## config.mk

```make
export PLATFORM = sky130hd
export DESIGN_NAME = ring_rand_stream
export DESIGN_NICKNAME = d
export VERILOG_FILES = /design/src/rtl/ring_rand_pkg.sv /design/src/rtl/ring_rand_prefetch.sv /design/src/rtl/ring_rand_stream.sv
export SDC_FILE = /design/constraint.sdc
export NUM_CORES = 1
export LEC_CHECK = 0
export CORE_ASPECT_RATIO = 0.5
export CORE_UTILIZATION = 30
export DETAILED_ROUTE_END_ITERATION = 12
export HOLD_SLACK_MARGIN = 0.02
export PLACE_DENSITY = 0.46
export SLEW_MARGIN = 15
export SYNTH_ARGS = -nofsm -noshare
export SYNTH_HDL_FRONTEND = slang
export SYNTH_HIERARCHICAL = 1
export SYNTH_SLANG_ARGS = --single-unit
```

## constraint.sdc

```tcl
create_clock -name clk -period 6.5 [get_ports clk]
set_input_delay 1.95 -clock clk [delete_from_list [all_inputs] [get_ports clk]]
set_output_delay 1.95 -clock clk [all_outputs]
set_load 0.02 [all_outputs]
```

## src/rtl/ring_rand_pkg.sv

```systemverilog
// Shared types and sizing helpers for the ring_rand_stream block.
// No ports; imported by ring_rand_prefetch and ring_rand_stream.
package ring_rand_pkg;

  // Prefetch FIFO depth beyond the RAM read latency.
  localparam int unsigned PF_SLACK      = 2;
  localparam int unsigned RD_LAT_DFLT   = 1;
  localparam int unsigned PF_DEPTH_DFLT = RD_LAT_DFLT + PF_SLACK;

  function automatic int unsigned depth_of(input int unsigned addr_w);
    return 32'd1 << addr_w;
  endfunction

  function automatic int unsigned pf_depth_of(input int unsigned rd_lat);
    return rd_lat + PF_SLACK;
  endfunction

  typedef enum logic [1:0] {
    IDLE = 2'd0,
    FILL = 2'd1,
    RUN  = 2'd2
  } stream_state_t;

endpackage

```

## src/rtl/ring_rand_prefetch.sv

```systemverilog
// Shift-register prefetch FIFO holding {data, index, last} for the stream port.
// The head entry always sits in slot 0, so the outputs come straight from flops.
// Ports:
//   clk, rst              clock, synchronous active-high reset
//   i_flush               drop all entries (push in the same cycle is dropped too)
//   i_push, i_data,
//   i_index, i_last       entry returning from the RAM read pipeline
//   i_pop                 consumer accept (ignored when empty)
//   i_inflight            stream reads issued but not yet pushed
//   o_valid, o_data,
//   o_index, o_last       head entry
//   o_credit_c            room for one more issued read
module ring_rand_prefetch
  import ring_rand_pkg::*;
#(
  parameter int unsigned DATA_W = 4,
  parameter int unsigned ADDR_W = 7,
  parameter int unsigned DEPTH  = PF_DEPTH_DFLT,
  parameter int unsigned CNT_W  = $clog2(DEPTH + 1)
) (
  input  logic              clk,
  input  logic              rst,
  input  logic              i_flush,
  input  logic              i_push,
  input  logic [DATA_W-1:0] i_data,
  input  logic [ADDR_W-1:0] i_index,
  input  logic              i_last,
  input  logic              i_pop,
  input  logic [CNT_W-1:0]  i_inflight,
  output logic              o_valid,
  output logic [DATA_W-1:0] o_data,
  output logic [ADDR_W-1:0] o_index,
  output logic              o_last,
  output logic              o_credit_c
);

  localparam int unsigned ENT_W = DATA_W + ADDR_W + 1;

  logic [ENT_W-1:0] r_ent [DEPTH];
  logic [CNT_W-1:0] r_cnt;
  logic             r_valid;

  logic             w_pop;
  logic             w_push;
  logic [CNT_W-1:0] w_wpos;
  logic [CNT_W-1:0] w_cnt_next;

  // Occupancy bookkeeping and issue credit.
  always_comb begin
    w_pop      = i_pop & r_valid;
    w_push     = i_push & ((r_cnt < CNT_W'(DEPTH)) | w_pop) & ~i_flush;
    w_wpos     = r_cnt - CNT_W'(w_pop);
    w_cnt_next = r_cnt + CNT_W'(w_push) - CNT_W'(w_pop);
    if (i_flush) begin
      w_cnt_next = '0;
    end
    o_credit_c = (({1'b0, r_cnt} + {1'b0, i_inflight}) < (CNT_W + 1)'(DEPTH));
  end

  // Shift down on pop, then write the new entry just above the survivors.
  always_ff @(posedge clk) begin
    if (rst) begin
      r_cnt   <= '0;
      r_valid <= 1'b0;
      for (int i = 0; i < DEPTH; i++) begin
        r_ent[i] <= '0;
      end
    end else begin
      r_cnt   <= w_cnt_next;
      r_valid <= (w_cnt_next != '0);
      if (w_pop && !i_flush) begin
        for (int i = 0; i < DEPTH - 1; i++) begin
          r_ent[i] <= r_ent[i+1];
        end
      end
      for (int i = 0; i < DEPTH; i++) begin
        if (w_push && (w_wpos == CNT_W'(i))) begin
          r_ent[i] <= {i_data, i_index, i_last};
        end
      end
    end
  end

  assign o_valid = r_valid;
  assign o_data  = r_ent[0][ENT_W-1 -: DATA_W];
  assign o_index = r_ent[0][ADDR_W:1];
  assign o_last  = r_ent[0][0];

endmodule

```

## src/rtl/ring_rand_stream.sv

```systemverilog
// Ring buffer of DEPTH words: appended by a producer, replayed cyclically from
// the oldest entry on a valid/ready stream, and readable by logical index on a
// fixed-latency random-access port. One RAM read port is shared; random reads
// take priority over stream prefetch.
// Build option: RING_RAND_OVERWRITE_EN makes a write while full overwrite the
// oldest entry instead of being dropped.
// Ports:
//   clk, rst                      clock, synchronous active-high reset
//   clear                         empty the buffer (overflow is kept)
//   wr_data, wr_en                append a word
//   m_data, m_valid, m_ready,
//   m_index, m_last               cyclic stream of stored words
//   count, overflow               fill level, sticky full-write flag
//   rand_rd_en, rand_rd_addr,
//   rand_rd_ack                   random read request / acceptance
//   rand_rd_valid, rand_rd_data,
//   rand_rd_err                   random read response, RD_LAT+1 after ack
module ring_rand_stream
  import ring_rand_pkg::*;
#(
  parameter int unsigned DATA_W = 4,
  parameter int unsigned ADDR_W = 7,
  parameter int unsigned RD_LAT = 1
) (
  input  logic              clk,
  input  logic              rst,
  input  logic              clear,
  input  logic [DATA_W-1:0] wr_data,
  input  logic              wr_en,
  output logic [DATA_W-1:0] m_data,
  output logic              m_valid,
  input  logic              m_ready,
  output logic [ADDR_W-1:0] m_index,
  output logic              m_last,
  output logic [ADDR_W:0]   count,
  output logic              overflow,
  input  logic              rand_rd_en,
  input  logic [ADDR_W-1:0] rand_rd_addr,
  output logic              rand_rd_ack,
  output logic              rand_rd_valid,
  output logic [DATA_W-1:0] rand_rd_data,
  output logic              rand_rd_err
);

  localparam int unsigned DEPTH    = depth_of(ADDR_W);
  localparam int unsigned PF_DEPTH = pf_depth_of(RD_LAT);
  localparam int unsigned PF_CW    = $clog2(PF_DEPTH + 1);
  localparam int unsigned CNT_W    = ADDR_W + 1;
  localparam int unsigned LAST_STG = RD_LAT - 1;

  logic [DATA_W-1:0] r_mem [DEPTH];
  logic [ADDR_W-1:0] r_head;
  logic [ADDR_W-1:0] r_tail;
  logic [CNT_W-1:0]  r_count;
  logic              r_overflow;
  logic [ADDR_W-1:0] r_iss_idx;
  stream_state_t     r_state;

  // Read pipeline: data plus tags, one stage per cycle of RAM latency.
  logic [DATA_W-1:0] r_pl_data [RD_LAT];
  logic [ADDR_W-1:0] r_pl_idx  [RD_LAT];
  logic [RD_LAT-1:0] r_pl_last;
  logic [RD_LAT-1:0] r_pl_err;
  logic [RD_LAT-1:0] r_pl_svld;
  logic [RD_LAT-1:0] r_pl_rvld;

  logic              r_rand_valid;
  logic [DATA_W-1:0] r_rand_data;
  logic              r_rand_err;

  logic              w_rand_ack;
  logic              w_rand_err;
  logic [CNT_W-1:0]  w_cnt_base;
  logic [ADDR_W-1:0] w_head_base;
  logic              w_full;
  logic              w_store;
  logic              w_ovf_set;
  logic              w_flush;
  logic [ADDR_W-1:0] w_head_next;
  logic [ADDR_W-1:0] w_tail_next;
  logic [CNT_W-1:0]  w_cnt_next;
  logic              w_issue;
  logic              w_iss_last;
  logic              w_credit;
  logic [ADDR_W-1:0] w_rd_addr;
  logic [PF_CW-1:0]  w_inflight;
  stream_state_t     w_state_next;

  assign w_rand_ack = rand_rd_en & ~rst & ~clear & ~wr_en;
  assign w_rand_err = ({1'b0, rand_rd_addr} >= r_count);
  assign w_iss_last = ({1'b0, r_iss_idx} == (r_count - CNT_W'(1)));
  assign w_rd_addr  = w_rand_ack ? (r_head + rand_rd_addr) : (r_head + r_iss_idx);

  // Write/clear: clear is applied first, then the write lands on the cleared ring.
  always_comb begin
    w_cnt_base  = clear ? '0 : r_count;
    w_head_base = clear ? r_tail : r_head;
    w_full      = (w_cnt_base == CNT_W'(DEPTH));
    w_head_next = w_head_base;
    w_tail_next = r_tail;
    w_cnt_next  = w_cnt_base;
    w_store     = 1'b0;
    w_ovf_set   = 1'b0;
    if (wr_en) begin
      if (!w_full) begin
        w_store     = 1'b1;
        w_tail_next = r_tail + ADDR_W'(1);
        w_cnt_next  = w_cnt_base + CNT_W'(1);
      end else begin
        w_ovf_set = 1'b1;
`ifdef RING_RAND_OVERWRITE_EN
        w_store     = 1'b1;
        w_tail_next = r_tail + ADDR_W'(1);
        w_head_next = w_head_base + ADDR_W'(1);
`endif
      end
    end
    w_flush = clear | w_store;
  end

  // Stream reads currently inside the RAM pipeline.
  always_comb begin
    w_inflight = '0;
    for (int i = 0; i < RD_LAT; i++) begin
      w_inflight = w_inflight + PF_CW'(r_pl_svld[i]);
    end
  end

  // Stream FSM next state and issue decision.
  always_comb begin
    w_state_next = r_state;
    w_issue      = 1'b0;
    if (w_flush) begin
      w_state_next = (w_cnt_next != '0) ? FILL : IDLE;
    end else begin
      case (r_state)
        IDLE:    if (r_count != '0) w_state_next = FILL;
        FILL:    if (m_valid) w_state_next = RUN;
        RUN:     if (r_count == '0) w_state_next = IDLE;
        default: w_state_next = IDLE;
      endcase
    end
    if ((r_state != IDLE) && !w_flush && !w_rand_ack && w_credit) begin
      w_issue = 1'b1;
    end
  end

  always_ff @(posedge clk) begin
    if (rst) begin
      r_state <= IDLE;
    end else begin
      r_state <= w_state_next;
    end
  end

  // RAM and pipeline payload; no reset needed, qualified by the valid bits.
  always_ff @(posedge clk) begin
    if (w_store && !rst) begin
      r_mem[r_tail] <= wr_data;
    end
    r_pl_data[0] <= r_mem[w_rd_addr];
    r_pl_idx[0]  <= r_iss_idx;
    r_pl_last[0] <= w_iss_last;
    r_pl_err[0]  <= w_rand_err;
    for (int i = 1; i < RD_LAT; i++) begin
      r_pl_data[i] <= r_pl_data[i-1];
      r_pl_idx[i]  <= r_pl_idx[i-1];
      r_pl_last[i] <= r_pl_last[i-1];
      r_pl_err[i]  <= r_pl_err[i-1];
    end
  end

  // Pointers, flags, pipeline valids and random-read response registers.
  always_ff @(posedge clk) begin
    if (rst) begin
      r_head       <= '0;
      r_tail       <= '0;
      r_count      <= '0;
      r_overflow   <= 1'b0;
      r_iss_idx    <= '0;
      r_pl_svld    <= '0;
      r_pl_rvld    <= '0;
      r_rand_valid <= 1'b0;
      r_rand_data  <= '0;
      r_rand_err   <= 1'b0;
    end else begin
      r_head  <= w_head_next;
      r_tail  <= w_tail_next;
      r_count <= w_cnt_next;
      if (w_ovf_set) begin
        r_overflow <= 1'b1;
      end
      if (w_flush) begin
        r_iss_idx <= '0;
      end else if (w_issue) begin
        r_iss_idx <= w_iss_last ? '0 : r_iss_idx + ADDR_W'(1);
      end
      r_pl_svld[0] <= w_issue;
      r_pl_rvld[0] <= w_rand_ack;
      for (int i = 1; i < RD_LAT; i++) begin
        r_pl_svld[i] <= r_pl_svld[i-1];
        r_pl_rvld[i] <= r_pl_rvld[i-1];
      end
      // Stream reads issued against the old contents are discarded.
      if (w_flush) begin
        r_pl_svld <= '0;
      end
      r_rand_valid <= r_pl_rvld[LAST_STG];
      r_rand_err   <= r_pl_rvld[LAST_STG] & r_pl_err[LAST_STG];
      r_rand_data  <= (r_pl_rvld[LAST_STG] && !r_pl_err[LAST_STG]) ?
                      r_pl_data[LAST_STG] : '0;
    end
  end

  ring_rand_prefetch #(
    .DATA_W (DATA_W),
    .ADDR_W (ADDR_W),
    .DEPTH  (PF_DEPTH),
    .CNT_W  (PF_CW)
  ) u_prefetch (
    .clk        (clk),
    .rst        (rst),
    .i_flush    (w_flush),
    .i_push     (r_pl_svld[LAST_STG]),
    .i_data     (r_pl_data[LAST_STG]),
    .i_index    (r_pl_idx[LAST_STG]),
    .i_last     (r_pl_last[LAST_STG]),
    .i_pop      (m_ready),
    .i_inflight (w_inflight),
    .o_valid    (m_valid),
    .o_data     (m_data),
    .o_index    (m_index),
    .o_last     (m_last),
    .o_credit_c (w_credit)
  );

  assign count         = r_count;
  assign overflow      = r_overflow;
  assign rand_rd_ack   = w_rand_ack;
  assign rand_rd_valid = r_rand_valid;
  assign rand_rd_data  = r_rand_data;
  assign rand_rd_err   = r_rand_err;

endmodule

```

==> results of run 1 <==
-- routing by layer --
metal / global-route usage / vias up / wire length [µm]
met5: 0 / - / 0
met1: 0.198 / 6739 / 27000
li1: - / 5559 / -
met3: 0.0266 / 92 / 3110
met2: 0.228 / 315 / 27600
met4: 0.0384 / 0 / 1330
-- stage by stage --
| stage | utilization | hold WS, ns |
|---|---|---|
| after floorplan | - | 0.384 |
| after CTS | 0.347 | 0.457 |
| final | 0.347 | 0.439 |
| after detailed placement | 0.325 | 0.445 |
| after global routing | 0.347 | 0.474 |
| after global placement | 0.325 | 0.454 |
-- layout make-up --
| cell class | instances | area (µm²) |
|---|---|---|
| fillers | 7656 | 53400 |
| flip-flops and latches | 604 | 17600 |
| multi-input cells | 676 | 6790 |
| clock buffers | 63 | 1450 |
| well taps | 1102 | 1380 |
| repair buffers | 79 | 771 |
| clock inverters | 39 | 360 |
| inverters | 18 | 67.6 |
-- flip-flops by register name (all words and copies together) (netlist names) --
name / flops
overflow: 1
u_prefetch/o_valid: 1
u_prefetch/r_ent: 36
r_pl_data: 4
r_pl_svld: 1
u_prefetch/r_cnt: 2
rand_rd_valid: 1
r_iss_idx: 7
count: 8
r_pl_last: 1
r_pl_rvld: 1
r_pl_idx: 7
r_mem: 512
rand_rd_err: 1
rand_rd_data: 4
r_head: 7
r_pl_err: 1
r_state: 2
r_tail: 7
-- cell families (layout without fill, tap and decap cells) --
group,after synthesis,in the layout,share of synthesized area
AOI/OAI and AO/OA,85,85,0.0218
adders and majority gates,25,25,0.0132
DFF,604,604,0.709
xor gates and xnor gates,34,34,0.0126
muxes,204,204,0.163
buffers and inverters,97,199,0.0187
and+or+nand+nor,327,327,0.0612
other,1,1,0.000151
-- how the worst max path moves through the flow --
| stage | to | slack, ns | cells after the start |
|---|---|---|---|
| floorplan | r_pl_data[0][0]$_DFF_P_ | 0.90 | 11 |
| global placement | r_pl_data[0][1]$_DFF_P_ | 0.03 | 11 |
| detailed placement | r_pl_data[0][1]$_DFF_P_ | 0.08 | 11 |
| CTS | r_pl_data[0][1]$_DFF_P_ | 0.73 | 11 |
| global route | r_pl_data[0][1]$_DFF_P_ | 0.56 | 11 |
| finish | r_pl_data[0][1]$_DFF_P_ | 0.63 | 11 |
-- cells in the mapped netlist (3+ instances only) --
| library cell | instances | area [µm²] |
|---|---|---|
| nand2_1 | 29 | 109 |
| and2_1 | 18 | 113 |
| inv_1 | 18 | 67.6 |
| a21oi_1 | 31 | 155 |
| mux2i_1 | 38 | 380 |
| clkbuf_1 | 39 | 146 |
| ha_1 | 23 | 288 |
| nor3_1 | 11 | 55.1 |
| xor2_1 | 14 | 123 |
| or2_2 | 4 | 25.0 |
| mux2_2 | 6 | 67.6 |
| edfxtp_1 | 548 | 16500 |
| nand4_1 | 8 | 50.1 |
| buf_4 | 14 | 105 |
| nor2_1 | 186 | 698 |
| and3_1 | 3 | 18.8 |
| o21ai_0 | 20 | 100 |
| o221ai_1 | 5 | 43.8 |
| dfxtp_1 | 56 | 1120 |
| mux4_2 | 160 | 3600 |
| buf_2 | 20 | 100 |
| clkbuf_2 | 3 | 15.0 |
| a31oi_1 | 4 | 25.0 |
| xnor2_1 | 18 | 158 |
| o22a_1 | 4 | 35.0 |
| or3_1 | 3 | 18.8 |
| nor2b_1 | 13 | 81.3 |
| a21o_1 | 6 | 45.0 |
| nand2b_1 | 7 | 43.8 |
| nand3_1 | 28 | 140 |
-- power by group through the flow --
stage | Sequential (µW) | Combinational (µW) | Clock (µW)
6_report | 4270 | 424 | 3300
5_1_grt | 4270 | 457 | 3520
4_1_cts | 4270 | 434 | 3380
3_5_place_dp | 4350 | 434 | 0
3_3_place_gp | 4350 | 427 | 0
2_1_floorplan | 4340 | 261 | 0
==> flow_summary.toml, run 1 <==
[timing]
worst_slack_ns = 0.629
rsz0062_at_grt = "false"
tns_ns = 0
fin_crit_ns = 5.87
hold_viol = 0
skew_ns = 0.0152
worst_pin_slew_ns = 1.04
max_freq_ghz = 0.170
finalCritPeriodShare = 0.903
final_max_slew_viol_count = 0
slew_headroom = 0.307
setup_viol = 0

[power]
internal_power_uw = 6310
p_leak_uw = 0.00874
netSwitchingPower_uw = 1690
clkPwrFrac = 0.413
combPwrFrac = 0.053
peakVddDrop_v = 0.000217
powerDensity_nw_per_um2 = 282
pwr-share-seq = 0.534
switching_share = 0.211
total_power_uw = 7990

[worst_setup_path]
cp-startpoint = "clear"
path_cells = "clkdlybuf4s50_1, nor4b_4, mux2_2, ha_4, fa_4, buf_12, mux4_2, mux4_2, mux2i_1, buf_4, o221ai_1"
end_kind = "register"
worstReg2RegEnd = "r_pl_data[0][1]$_DFF_P_"
start_kind = "input pin"
path_class = "input pin to register"
max_stage_delay_ns = 0.85
timing.rr.start = "r_iss_idx[0]$_SDFFE_PP0P_"
crit_top_cell = "mux4_2"
cp_max_fo = 80
cpLargestDelayFamily = "multiplexers"
path_buf_inv = 3
critPathSlowestCell = "fa_4"
r2r_slack_ns = 2.40
cp.required_ns = 6.99
arrival_ns = 6.36
reg2reg_depth = 9

[clocking]
clk_latency_ns = 0.62
cts_resized = 0
cts.clk_slew.worst_paths_ns = 0.06
cts_tree = "yes"
clk_path_buf_depth = 3
post-cts-setup-buffers = 0
cts_made_buffers = 56
htreeDepth = 2
cts_sinks = 604
cts.hold.buffers_added = 0
root_buffer = "clkbuf_16"

[floorplan]
core_um2 = 81800
io_pins = 46
num_rows = 74
die_w_um = 409
die_area_um2 = 83900
die_h_um = 205
start_util = 0.303

[detailed_routing]
drc_errors = 0
via_count = 12705
vias_per_cell = 4.92
routed_wl_um = 59100
drtAntennaViolNets = 0
drtIter0Drc = 1084
drt_pass1_iterations = 5
detail_route.wl_per_cell_um = 22.9

[cells_and_area]
area_delta_synth_final_pct = 14.5
drive_above_1_share = 0.205
fin_nets = 1477
fin_cells = 2581
antennaDiodeCount = 0
layout_commonest_cell = "edfxtp_1"
mostFrequentLayoutCells = "edfxtp_1 (548), nor2_1 (186), mux4_2 (160)"
fin_area_um2 = 28400

[yosys]
yosysWarnings = 6
syn_area_um2 = 24800
async_flop_share = 0
synthesis.nets = 1419
postSynthCellCount = 1377
synth_flop_cell = "edfxtp_1"
synth-seq-cells = 604
synth_edf_count = 548
syn_area_per_cell_um2 = 18.0
synth_cell_types = 59
yosysSeqAreaShare = 0.709

[placed_design]
dpl.hpwl_um = 37400
dp_slack_ns = 0.0810
place.gp.congestion = 0.807
dp.cells = 2479
portBuffers = 45
dpl_cell_area_um2 = 26600

[hold_path]
hold_class = "register to register"
hold_depth = 0
worst_hold_path.endpoint = "r_pl_idx[0][6]$_DFF_P_"
min_from = "r_iss_idx[6]$_SDFFE_PP0P_"

[global_routing]
grt_usage = 0.142
overflow = 0
grt_pass1_vias = 13132
grt_max_degree = 90
antenna_found_initial = 1
grt_pass1_wl_um = 89000

[run]
maxCapViolations = 0

[run_status]
outcome = "complete, no violations"
Note: power is estimated with default switching activity, not from simulation.
==> inputs of run 2 (changes only) <==
SLEW_MARGIN = 20   (was 15)
==> results of run 2 <==
No change in the layout: final DEF, timing and power equal those of run 1.
==> inputs of run 3 (changes only) <==
CORE_UTILIZATION = 62   (was 30)
GPL_TIMING_DRIVEN = 0   (was not set)
PLACE_DENSITY = 0.81   (was 0.46)
==> run 3 against run 2 <==
Net effect: hold slack got worse by 0.0079 ns; sequential cell count stayed put; setup slack worse by 0.54 ns; sequential share of layout area rose by 1.7 points; utilization increased by 36 points; sequential power barely moved; combinational power is 5.9% higher; design area is 2.6% lower; global-route usage is 15 points higher; critical path depth grew 2; critical endpoint unchanged; largest cell class unchanged.
==> flow_summary.toml, run 3 (synthesized netlist as in run 1, its figures left out) <==
[clocking]
clk_path_buf_depth = 3
cts.clk_slew.worst_paths_ns = 0.07
clk_latency_ns = 0.59
htreeDepth = 2
cts_tree = "yes"
root_buffer = "clkbuf_16"
cts_made_buffers = 50
cts.hold.buffers_added = 0
cts_sinks = 604

[detailed_routing]
drt_pass1_iterations = 8
drc_errors = 0
detail_route.wl_per_cell_um = 28.4
via_count = 13666
met1_length_um = 21000
vias_per_cell = 6.66
routed_wl_um = 58300
wl_met2_um = 28600
top_layer = "met4"
drtIter0Drc = 1592
drtAntennaViolNets = 0
dr_wl_met3_um = 6530

[worst_setup_path]
max_stage_delay_ns = 0.84
cp_max_fo = 10
r2r_slack_ns = 2.09
arrival_ns = 6.81
path_cells = "clkdlybuf4s50_1, nor4b_4, buf_4, mux2_2, ha_1, a21o_1, a21oi_1, xnor2_1, clkbuf_1, mux4_2, mux2i_1, o22a_1, o221ai_1"
end_kind = "register"
start_kind = "input pin"
cp.required_ns = 6.90
critPathSlowestCell = "clkbuf_1"
path_class = "input pin to register"

[timing]
whs_ns = 0.431
worst_pin_slew_ns = 1.13
fin_crit_ns = 6.41
finalCritPeriodShare = 0.986
final_max_slew_viol_count = 0
tns_ns = 0
setup_viol = 0
skew_ns = 0.0256
rsz0062_at_grt = "false"
slew_headroom = 0.245
max_freq_ghz = 0.156
hold_viol = 0
worst_slack_ns = 0.0900

[hold_path]
hold_class = "register to register"

[global_routing]
grt_usage = 0.294
antenna_found_initial = 0
grt_pass1_vias = 13872
grt_max_degree = 85
overflow = 0
grt_pass1_wl_um = 86600

[floorplan]
die_area_um2 = 40800
start_util = 0.633
die_w_um = 285
num_rows = 51
core_um2 = 39200
io_pins = 46
die_h_um = 143

[placed_design]
place.gp.congestion = 0.953
dp_slack_ns = -0.934
portBuffers = 45
dpl.hpwl_um = 37600

[cells_and_area]
drive_above_1_share = 0.203
area_delta_synth_final_pct = 11.5
mostFrequentLayoutCells = "edfxtp_1 (548), nor2_1 (186), mux4_2 (160)"
fin_nets = 1523
layout_commonest_cell = "edfxtp_1"
largest_reg_flops = 512
largest_register = "r_mem"

[run]
maxCapViolations = 0

[power]
total_power_uw = 7750
powerDensity_nw_per_um2 = 280
peakVddDrop_v = 0.000228
p_leak_uw = 0.00877

[run_status]
outcome = "complete, no violations"
[run 3: layout make-up]
cell class	count	area [µm²]
sequential	604	17600
fill	2346	11500
multi-input combinational	676	6760
clock buffer	62	1320
tap	530	663
timing repair buffer	52	566
buffer	79	408
clock inverter	29	294
inverter	18	67.6
antenna	1	2.50
[run 3: what timing repair did]
action,4_1_cts,5_1_grt
buffers inserted,2,0
resized for setup,9,0
setup endpoints to repair,4,0
[run 3: path summary, 6_finish.rpt]
| check | startpoint | endpoint | depth (start not counted) |
|---|---|---|---|
| max | clear | r_pl_data[0][1]$_DFF_P_ | 13 |
| min reg2reg | r_iss_idx[6]$_SDFFE_PP0P_ | r_pl_idx[0][6]$_DFF_P_ | 0 |
| max reg2reg | r_iss_idx[0]$_SDFFE_PP0P_ | r_pl_data[0][3]$_DFF_P_ | 9 |
| min | r_iss_idx[6]$_SDFFE_PP0P_ | r_pl_idx[0][6]$_DFF_P_ | 0 |
[run 3: worst max-delay path, delay by kind of cell]
kind,cells,cell delay [ns]
buffers and inverters,3,1.62
AND/OR/NAND/NOR,1,0.39
adder cells (fa/ha/maj),1,0.29
AO/OA/AOI/OAI,4,0.76
XOR/XNOR,1,0.78
multiplexers,3,0.99
[run 3: power breakdown]
group	switching (µW)	total (µW)	internal [µW]	leakage [µW]
combinational	260	449	190	0.00257
sequential	11.7	4260	4250	0.00542
clock	1360	3040	1680	0.000775
[run 3: stage by stage]
step | utilization | cells | instance area [µm²]
global placement | 0.661 | 1952 | 25900
floorplan | - | 1377 | 24800
global route | 0.706 | 2050 | 27700
detailed placement | 0.664 | 1957 | 26000
finish | 0.706 | 2051 | 27700
CTS | 0.706 | 2050 | 27600
[run 3: metal layers]
metal	vias up	GRT usage
li1	5623	-
met1	6934	0.376
met2	949	0.496
met3	160	0.0725
met4	0	0.107
met5	-	0
